`config.mk`:
```
export PLATFORM = sky130hd
export DESIGN_NAME = alu_operand_stage
export DESIGN_NICKNAME = d
export VERILOG_FILES = /design/src/rtl/risc16_pkg.sv /design/src/rtl/fwd_mux.sv /design/src/rtl/alu_operand_stage.sv
export SDC_FILE = /design/constraint.sdc
export NUM_CORES = 1
export LEC_CHECK = 0
export CORE_ASPECT_RATIO = 0.7
export CORE_MARGIN = 4
export CORE_UTILIZATION = 34
export DETAILED_ROUTE_END_ITERATION = 10
export PLACE_DENSITY_LB_ADDON = 0.2
export SLEW_MARGIN = 20
export SYNTH_ARGS = -nofsm -noshare
export SYNTH_HDL_FRONTEND = slang
export SYNTH_SLANG_ARGS = --single-unit
```
`constraint.sdc`:
```
create_clock -name clk -period 1.7 [get_ports clk]
set_input_delay 0.17 -clock clk [delete_from_list [all_inputs] [get_ports clk]]
set_output_delay 0.17 -clock clk [all_outputs]
set_load 0.01 [all_outputs]
```
`src/rtl/risc16_pkg.sv`:
```
// risc16_pkg: shared datapath defaults and ALU operation encodings.
// Used by the ALU operand stage, its forwarding muxes and the ALU itself.
package risc16_pkg;

    localparam int WIDTH_DEF = 16;
    localparam int RA_W_DEF  = 3;
    localparam int OP_W      = 3;

    typedef enum logic [OP_W-1:0] {
        OP_AND = 3'b000,
        OP_OR  = 3'b001,
        OP_ADD = 3'b010,
        OP_SUB = 3'b011,
        OP_SLT = 3'b111
    } alu_op_e;

    // Only arithmetic operations produce a meaningful carry.
    function automatic logic is_carry_op(input logic [OP_W-1:0] op);
        return (op == OP_ADD) || (op == OP_SUB);
    endfunction

endpackage

```
`src/rtl/fwd_mux.sv`:
```
// fwd_mux: operand source select for one register read port.
// Ports: i_rs_addr/i_rs_data (register file read), i_ex_* (EX-stage
// producer), i_mem_* (MEM-stage writeback), o_data (selected operand).
// Macro ALU_OPERAND_FWD_EN enables EX/MEM bypassing; without it the
// register file value is used directly.
module fwd_mux
    import risc16_pkg::*;
#(
    parameter int WIDTH = WIDTH_DEF,
    parameter int RA_W  = RA_W_DEF
) (
    input  logic [RA_W-1:0]  i_rs_addr,
    input  logic [WIDTH-1:0] i_rs_data,
    input  logic             i_ex_wr_en,
    input  logic             i_ex_is_load,
    input  logic [RA_W-1:0]  i_ex_rd,
    input  logic [WIDTH-1:0] i_ex_z,
    input  logic             i_mem_wr_en,
    input  logic [RA_W-1:0]  i_mem_rd,
    input  logic [WIDTH-1:0] i_mem_data,
    output logic [WIDTH-1:0] o_data
);

`ifdef ALU_OPERAND_FWD_EN
    logic w_ex_hit;
    logic w_mem_hit;

    // A load in EX has no data yet; that case is a hazard, not a bypass.
    assign w_ex_hit  = i_ex_wr_en && !i_ex_is_load && (i_ex_rd == i_rs_addr);
    assign w_mem_hit = i_mem_wr_en && (i_mem_rd == i_rs_addr);

    always_comb begin
        o_data = i_rs_data;
        if (i_rs_addr == '0) begin
            o_data = '0;
        end else if (w_ex_hit) begin
            o_data = i_ex_z;
        end else if (w_mem_hit) begin
            o_data = i_mem_data;
        end
    end
`else
    logic w_unused;

    assign w_unused = ^{i_ex_wr_en, i_ex_is_load, i_ex_rd, i_ex_z,
                        i_mem_wr_en, i_mem_rd, i_mem_data};

    always_comb begin
        o_data = i_rs_data;
        if (i_rs_addr == '0) begin
            o_data = '0;
        end
    end
`endif

endmodule

```
`src/rtl/alu_operand_stage.sv`:
```
// alu_operand_stage: one-deep decode->ALU pipeline register with operand
// selection, load-use hazard bubbles and the ALU carry flag register.
// Inputs: in_valid, rs1/rs2/rd addresses, rs1/rs2 data, imm/use_imm, op_in,
// EX producer (ex_wr_en, ex_is_load, ex_rd, ex_z), MEM writeback
// (mem_wr_en, mem_rd, mem_data), alu_c_out, stall_in, flush.
// Outputs: Input1, Input2, Operation, rd_out, out_valid, c_in, in_ready,
// hazard. Macro ALU_OPERAND_FWD_EN enables forwarding; when undefined any
// pending EX/MEM write to a used source stalls decode instead.
module alu_operand_stage
    import risc16_pkg::*;
#(
    parameter int WIDTH = WIDTH_DEF,
    parameter int RA_W  = RA_W_DEF
) (
    input  logic             clk,
    input  logic             rst,
    input  logic             in_valid,
    input  logic [RA_W-1:0]  rs1_addr,
    input  logic [RA_W-1:0]  rs2_addr,
    input  logic [RA_W-1:0]  rd_addr,
    input  logic [WIDTH-1:0] rs1_data,
    input  logic [WIDTH-1:0] rs2_data,
    input  logic [WIDTH-1:0] imm,
    input  logic             use_imm,
    input  logic [2:0]       op_in,
    input  logic             ex_wr_en,
    input  logic             ex_is_load,
    input  logic [RA_W-1:0]  ex_rd,
    input  logic [WIDTH-1:0] ex_z,
    input  logic             mem_wr_en,
    input  logic [RA_W-1:0]  mem_rd,
    input  logic [WIDTH-1:0] mem_data,
    input  logic             alu_c_out,
    input  logic             stall_in,
    input  logic             flush,
    output logic [WIDTH-1:0] Input1,
    output logic [WIDTH-1:0] Input2,
    output logic [2:0]       Operation,
    output logic [RA_W-1:0]  rd_out,
    output logic             out_valid,
    output logic             c_in,
    output logic             in_ready,
    output logic             hazard
);

    logic [WIDTH-1:0] r_in1;
    logic [WIDTH-1:0] r_in2;
    logic [2:0]       r_op;
    logic [RA_W-1:0]  r_rd;
    logic             r_valid;
    logic             r_carry;

    logic [WIDTH-1:0] w_rs1_sel;
    logic [WIDTH-1:0] w_rs2_sel;
    logic [WIDTH-1:0] w_op2;
    logic             w_rs2_used;
    logic             w_ex_hit;
    logic             w_mem_hit;
    logic             w_hazard;

    fwd_mux #(.WIDTH(WIDTH), .RA_W(RA_W)) u_fwd_rs1 (
        .i_rs_addr    (rs1_addr),
        .i_rs_data    (rs1_data),
        .i_ex_wr_en   (ex_wr_en),
        .i_ex_is_load (ex_is_load),
        .i_ex_rd      (ex_rd),
        .i_ex_z       (ex_z),
        .i_mem_wr_en  (mem_wr_en),
        .i_mem_rd     (mem_rd),
        .i_mem_data   (mem_data),
        .o_data       (w_rs1_sel)
    );

    fwd_mux #(.WIDTH(WIDTH), .RA_W(RA_W)) u_fwd_rs2 (
        .i_rs_addr    (rs2_addr),
        .i_rs_data    (rs2_data),
        .i_ex_wr_en   (ex_wr_en),
        .i_ex_is_load (ex_is_load),
        .i_ex_rd      (ex_rd),
        .i_ex_z       (ex_z),
        .i_mem_wr_en  (mem_wr_en),
        .i_mem_rd     (mem_rd),
        .i_mem_data   (mem_data),
        .o_data       (w_rs2_sel)
    );

    // An immediate replaces rs2 entirely, so rs2 cannot cause a hazard.
    assign w_rs2_used = !use_imm;
    assign w_op2      = use_imm ? imm : w_rs2_sel;

`ifdef ALU_OPERAND_FWD_EN
    assign w_ex_hit  = ex_wr_en && ex_is_load && (ex_rd != '0) &&
                       ((ex_rd == rs1_addr) ||
                        (w_rs2_used && (ex_rd == rs2_addr)));
    assign w_mem_hit = 1'b0;
`else
    assign w_ex_hit  = ex_wr_en && (ex_rd != '0) &&
                       ((ex_rd == rs1_addr) ||
                        (w_rs2_used && (ex_rd == rs2_addr)));
    assign w_mem_hit = mem_wr_en && (mem_rd != '0) &&
                       ((mem_rd == rs1_addr) ||
                        (w_rs2_used && (mem_rd == rs2_addr)));
`endif

    assign w_hazard = in_valid && (w_ex_hit || w_mem_hit);

    always_ff @(posedge clk or posedge rst) begin
        if (rst) begin
            r_in1   <= '0;
            r_in2   <= '0;
            r_op    <= OP_AND;
            r_rd    <= '0;
            r_valid <= 1'b0;
            r_carry <= 1'b0;
        end else begin
            // Carry belongs to the instruction leaving for EX; a flush of
            // the slot does not cancel it, a stall does hold it.
            if (!stall_in && r_valid && is_carry_op(r_op)) begin
                r_carry <= alu_c_out;
            end
            if (flush) begin
                r_valid <= 1'b0;
            end else if (!stall_in) begin
                if (w_hazard) begin
                    r_valid <= 1'b0;
                    r_op    <= OP_AND;
                end else begin
                    r_valid <= in_valid;
                    r_in1   <= w_rs1_sel;
                    r_in2   <= w_op2;
                    r_op    <= op_in;
                    r_rd    <= rd_addr;
                end
            end
        end
    end

    assign Input1    = r_in1;
    assign Input2    = r_in2;
    assign Operation = r_op;
    assign rd_out    = r_rd;
    assign out_valid = r_valid;
    assign c_in      = r_carry;
    assign hazard    = w_hazard;
    assign in_ready  = !stall_in && !w_hazard;

endmodule
```
==> flow_summary.json, run 1 <==
{
  "dp_hpwl_um": 4700,
  "coreArea_um2": 5420,
  "cp-start-kind": "primary input",
  "r2r_start": "Operation[2]$_DFFE_PP0P_",
  "crit_top_cell": "buf_6",
  "min_period_ps": 1700,
  "path_max_fanout": 5,
  "cts_buffer_depth": 2,
  "r2r_slack_ps": 520,
  "worstSetupPathDepth": 9,
  "drcViolationCount": 0,
  "worst_path_max_delay_cell": "mux2_4",
  "pwr_density_cell_nw_per_um2": 851,
  "die_w_um": 99.2,
  "numCtsBuffers": 5,
  "clock_latency_ps": 290,
  "gp_congestion": 0.846,
  "layout-drive-gt1-share_pct": 27.9,
  "status": "finished, violations left",
  "hold_violations": 0,
  "areaGrowthSynthToFinish_pct": 92.6,
  "wl_per_cell_um": 18.4,
  "crit_end": "Input2[6]$_DFFE_PP0P_",
  "crit_path_max_incr_delay_ps": 290,
  "dp_slack_ps": -726,
  "critPathCaptureType": "flop",
  "syn-num-nets": 270,
  "fin_nets": 415,
  "design_area_um2": 3810,
  "antenna_cells": 0,
  "worst_r2r_path_depth": 2,
  "num_rows": 22,
  "hold_buffers": 0,
  "crit_path_start": "rs1_addr[2]",
  "fin_crit_sh_pct": 100,
  "slew-limit-headroom_pct": 78.2,
  "ioPinCount": 150,
  "p_leak_uw": 0.00163,
  "crit_family": "buffers and inverters",
  "power_uw": 3240,
  "cts_tree": "built",
  "grt_remaining_overflow": 0,
  "cp_data_arrival_time_ps": 1870,
  "grt_first_pass_wirelength_um": 11000,
  "slew_violations": 0,
  "finalSetupViolations": 1,
  "crit_required_ps": 1870,
  "max_freq_mhz": 588,
  "num_vias": 1931,
  "fin_worst_skew_ps": 1.53,
  "grt_usage_pct": 19.6,
  "wl_um": 7000,
  "grt_pass1_vias": 2129,
  "synth_cells": 162,
  "grt_max_degree": 37,
  "crit_chain": "dlygate4sd2_1 -> buf_6 -> xnor2_4 -> a31oi_4 -> buf_6 -> o211ai_4 -> buf_6 -> buf_16 -> mux2_4",
  "ys_ff_latch": 40,
  "ant_nets": 0,
  "antenna_found_initial": 0,
  "worst_slack_ps": -0.347,
  "synth.cell_area_um2": 1980,
  "tightest_slew_ps": 324,
  "cts_root_buffer": "clkbuf_8",
  "rsz0062_at_grt": "true",
  "drtPass1Iterations": 4,
  "viasPerCell": 5.08,
  "crit_type": "primary input to flop",
  "vdd_drop_max_mv": 0.483,
  "cp_num_buf_inv": 5,
  "yosys_warnings": 0,
  "start_util_pct": 36.5,
  "placed_area_um2": 3350,
  "cts_num_sinks": 40,
  "clkTransAtPathRegs_ps": 80,
  "violations": "setup timing",
  "portBuffers": 116,
  "yosysUniqueCellTypes": 30,
  "dieArea_um2": 7120,
  "fin_cells": 380,
  "synth_area_leaders": "dfrtp_1 51%, mux2_2 8.5%, a22o_1 7.1%",
  "die_y_um": 71.8,
  "seq_area_frac_synth_pct": 50.6,
  "drt-initial-drc-count": 62,
  "cap_violations": 0,
  "min_path_type": "primary input to asynchronous set/reset pin",
  "rr_endpoint": "c_in$_DFFE_PP0P_",
  "h-tree-depth": 2,
  "syn_area_per_cell_um2": 12.2,
  "synth_area_leader_cell": "dfrtp_1",
  "dp.cells": 360,
  "synth_top_area_share_pct": 50.6
}
-- cell usage in the layout, fill, tap and decap left out, types with 2 or more instances in the layout --
cell type and instances:
buf_4 21, mux2_4 11, dfrtp_1 40, clkdlybuf4s15_1 2, nand3_1 16, nand2_1 4, buf_12 5, clkdlybuf4s15_2 3
xnor2_4 3, buf_6 10, mux2_2 9, nor2_1 3, xor2_1 6, o21ai_0 6, clkbuf_8 7, buf_2 4
clkdlybuf4s50_1 101, o21ai_1 2, xor2_4 2, o2bb2ai_1 16, buf_16 2, a22o_1 16
-- sequential cells by signal, summed over array words and instances (netlist names) --
signal / cells
Input1: 16
rd_out: 3
Operation: 3
c_in: 1
out_valid: 1
Input2: 16
-- routing by layer --
layer / vias to the layer above / global-route usage [%] / routed length [µm]
met4: 0 / 5.30 / 145
met1: 934 / 24.6 / 3000
met3: 15 / 5.93 / 526
met2: 79 / 33.0 / 3330
li1: 903 / - / -
met5: - / 0 / 0
-- worst register-to-register path, cell delays in order, from the launching register on --
cell and delay (ps):
dfrtp_1 410, nor4bb_1 290, mux2_2 370
-- kinds of logic after synthesis --
kind of cell / after synthesis / synth area share (%)
AND/OR/NAND/NOR: 29 / 7.65
flip-flops: 40 / 50.6
AO/OA/AOI/OAI: 48 / 20.2
buffers and inverters: 13 / 4.24
multiplexers: 20 / 12.0
XOR/XNOR: 12 / 5.31
-- how the worst min path moves through the flow --
stage	start	end	slack [ps]
2_1_floorplan	flush	out_valid$_DFFE_PP0P_	280
3_3_place_gp	rst	Input2[2]$_DFFE_PP0P_	410
3_5_place_dp	rst	Input2[2]$_DFFE_PP0P_	410
4_1_cts	rst	Input2[2]$_DFFE_PP0P_	90
5_1_grt	rst	Input1[13]$_DFFE_PP0P_	110
6_report	rst	Input2[2]$_DFFE_PP0P_	90
-- layout make-up --
| cell class | instances | area [µm²] |
|---|---|---|
| fill | 418 | 1610 |
| timing repair buffer | 150 | 1520 |
| multi-input combinational | 109 | 1060 |
| sequential | 40 | 1000 |
| clock buffer | 7 | 96.3 |
| tap | 72 | 90.1 |
| clock inverter | 1 | 30.0 |
| inverter | 1 | 3.75 |
-- cell usage after synthesis, drive strengths merged --
cell	number
nand3	16
nor4	2
xor2	9
xnor2	3
or3	1
inv	1
o31ai	1
o2111ai	1
dfrtp	40
clkbuf	6
a31oi	1
a22o	16
o21ai	9
o211ai	2
o2bb2ai	16
o31a	1
buf	6
mux2	20
nor4bb	1
nor2	3
nand2	4
o311ai	1
nor3	2
-- power by group --
group	switching, µW	total, µW	leakage (µW)	internal (µW)
Combinational	431	1180	0.00107	749
Sequential	94.1	1220	0.000494	1120
Clock	329	847	0.0000645	518
-- metrics by stage --
stage / hold slack [ps] / util, % / TNS [ps]
after global placement: 408 / 61.8 / -20330
after global routing: 106 / 70.3 / -462
after floorplan: 277 / - / 0
final: 92.2 / 70.3 / -0.347
after CTS: 92.2 / 67.7 / 0
after detailed placement: 412 / 61.8 / -21030
-- what timing repair did --
action | CTS | global route
setup buffers | 7 | 4
pin swaps | 8 | 8
cloned | 3 | 0
resized for setup | 62 | 37
endpoints found under the hold margin | 0 | 0
endpoints found under the setup margin | 39 | 38
No activity file was read; power rests on OpenSTA's default activity.
==> inputs of run 2 (changes only) <==
Settings changed: TNS_END_PERCENT set to 20.
==> run 2 against run 1 <==
The run still ends with setup timing left. Register-to-register slack hardly changed. Combinational power hardly changed. Routed wire length is 0.39% higher. Die area stayed put.
==> flow_summary.json, run 2 (same netlist as run 1, synthesis figures left out) <==
{
  "min_period_ps": 1700,
  "final_cell_mix": "101 x clkdlybuf4s50_1, 40 x dfrtp_1, 21 x buf_4",
  "ant_nets": 0,
  "cts_tree": "built",
  "r2r_start": "Operation[2]$_DFFE_PP0P_",
  "max_freq_mhz": 588,
  "crit_required_ps": 1870,
  "finalSetupViolations": 1,
  "wl_um": 7030,
  "cp-start-kind": "primary input",
  "grt_max_degree": 37,
  "die_w_um": 99.2,
  "power_uw": 3260,
  "fin_nets": 416,
  "crit_chain": "dlygate4sd2_1 -> buf_6 -> xnor2_4 -> a31oi_4 -> buf_6 -> o211ai_4 -> buf_6 -> buf_16 -> mux2_4",
  "rsz0062_at_grt": "true",
  "crit_family": "buffers and inverters",
  "worst_r2r_path_depth": 2,
  "ioPinCount": 150,
  "tightest_slew_ps": 324,
  "vdd_drop_max_mv": 0.484,
  "cp_num_buf_inv": 5,
  "final.setup.tns_ps": -1.29,
  "worst_slack_ps": -1.29,
  "numCtsBuffers": 5,
  "dp.cells": 360,
  "grt_pass1_vias": 2129,
  "status": "finished, violations left",
  "hold_violations": 0,
  "clkTransAtPathRegs_ps": 80,
  "p_leak_uw": 0.00165,
  "die_y_um": 71.8,
  "worst_path_max_delay_cell": "mux2_4",
  "cts_num_sinks": 40,
  "layout-drive-gt1-share_pct": 28.2,
  "viasPerCell": 5.09,
  "slew_violations": 0,
  "final_common_cell": "clkdlybuf4s50_1",
  "grt_first_pass_wirelength_um": 11000,
  "portBuffers": 116,
  "cp_data_arrival_time_ps": 1880,
  "h-tree-depth": 2,
  "crit_path_start": "rs1_addr[2]",
  "cts_buffer_depth": 2,
  "nFillCells": 411,
  "path_max_fanout": 5,
  "fin_crit_sh_pct": 100,
  "dp_hpwl_um": 4700,
  "crit_path_max_incr_delay_ps": 290,
  "drcViolationCount": 0,
  "r2r_slack_ps": 520,
  "cap_violations": 0,
  "hold_ws_ps": 91.9,
  "antenna_found_initial": 0,
  "p_sw_share_pct": 26.3,
  "pwr_density_cell_nw_per_um2": 848,
  "crit_top_cell": "buf_6",
  "seq_power_share_pct": 37.3,
  "fin_cells": 381,
  "slew-limit-headroom_pct": 78.2,
  "clkPwrFrac_pct": 26.0,
  "critPathCaptureType": "flop",
  "hold_buffers": 0,
  "violations": "setup timing",
  "drt-initial-drc-count": 77,
  "internal_power_uw": 2410,
  "fin_worst_skew_ps": 1.53,
  "dieArea_um2": 7120,
  "grt_remaining_overflow": 0,
  "gp_congestion": 0.846,
  "min_path_type": "primary input to asynchronous set/reset pin",
  "start_util_pct": 36.5,
  "cts_root_buffer": "clkbuf_8",
  "wl_per_cell_um": 18.4,
  "clock_latency_ps": 290,
  "drtPass1Iterations": 4,
  "rr_endpoint": "c_in$_DFFE_PP0P_",
  "num_rows": 22,
  "power.switching_uw": 859,
  "crit_type": "primary input to flop",
  "grt_usage_pct": 19.6,
  "power_frac_comb_pct": 36.7,
  "antenna_cells": 0,
  "num_vias": 1941,
  "coreArea_um2": 5420,
  "areaGrowthSynthToFinish_pct": 94.6
}
-- run 2: cell count changes in the layout (fill, tap and decap cells not counted), sizes merged --
| cell | change |
|---|---|
| buf | +1 |
-- run 2: how the worst max path moves through the flow --
stage	endpoint	slack, ps	cells past startpoint
floorplan	Input2[10]$_DFFE_PP0P_	50	6
CTS	rd_out[0]$_DFFE_PP0P_	1	9
detailed placement	hazard	-730	6
global placement	in_ready	-690	8
global route	hazard	-50	8
finish	Input2[6]$_DFFE_PP0P_	-1	9
-- run 2: power by group through the flow --
stage | Sequential, µW | Combinational (µW) | Clock (µW)
6_report | 1220 | 1200 | 848
2_1_floorplan | 1310 | 308 | 0
3_5_place_dp | 1230 | 1050 | 0
4_1_cts | 1210 | 1120 | 864
3_3_place_gp | 1220 | 1040 | 0
5_1_grt | 1250 | 1270 | 909
-- run 2: what timing repair did --
action,4_1_cts,5_1_grt
cloned,3,0
endpoints found under the setup margin,39,38
gates resized for setup,62,40
pin swaps,8,8
buffers inserted,7,4
-- run 2: layout make-up --
| cell class | instances | area [µm²] | share of cell area [%] |
|---|---|---|---|
| sequential | 40 | 1000 | 26.0 |
| multi-input combinational | 109 | 1080 | 28.0 |
| inverter | 1 | 3.75 | 0.0975 |
| clock buffer | 7 | 96.3 | 2.50 |
| clock inverter | 1 | 30.0 | 0.780 |
| timing repair buffer | 151 | 1550 | 40.3 |
| tap | 72 | 90.1 | 2.34 |
-- run 2: metal layers --
| metal | routed length (µm) | part of all wire (%) | global-route usage [%] | vias up |
|---|---|---|---|---|
| met5 | 0 | 0 | 0 | - |
| met4 | 145 | 2.1 | 5.30 | 0 |
| met2 | 3350 | 48 | 33.0 | 79 |
| met3 | 526 | 7.5 | 5.93 | 15 |
| li1 | - | - | - | 904 |
| met1 | 3000 | 43 | 24.6 | 943 |
-- run 2: worst register-to-register path, delay by kind of cell (launching register included) --
kind / cells / cell delay [ps]
multiplexers: 1 / 370
flip-flops: 1 / 410
AND/OR/NAND/NOR: 1 / 290
-- run 2: metrics by stage --
step           utilization (%)  setup slack [ps]  area [µm²]
2_1_floorplan                -              53.5        1980
3_3_place_gp              61.8              -693        3350
3_5_place_dp              61.8              -726        3350
4_1_cts                   67.7              1.17        3670
5_1_grt                   71.0             -46.5        3850
6_report                  71.0             -1.29        3850
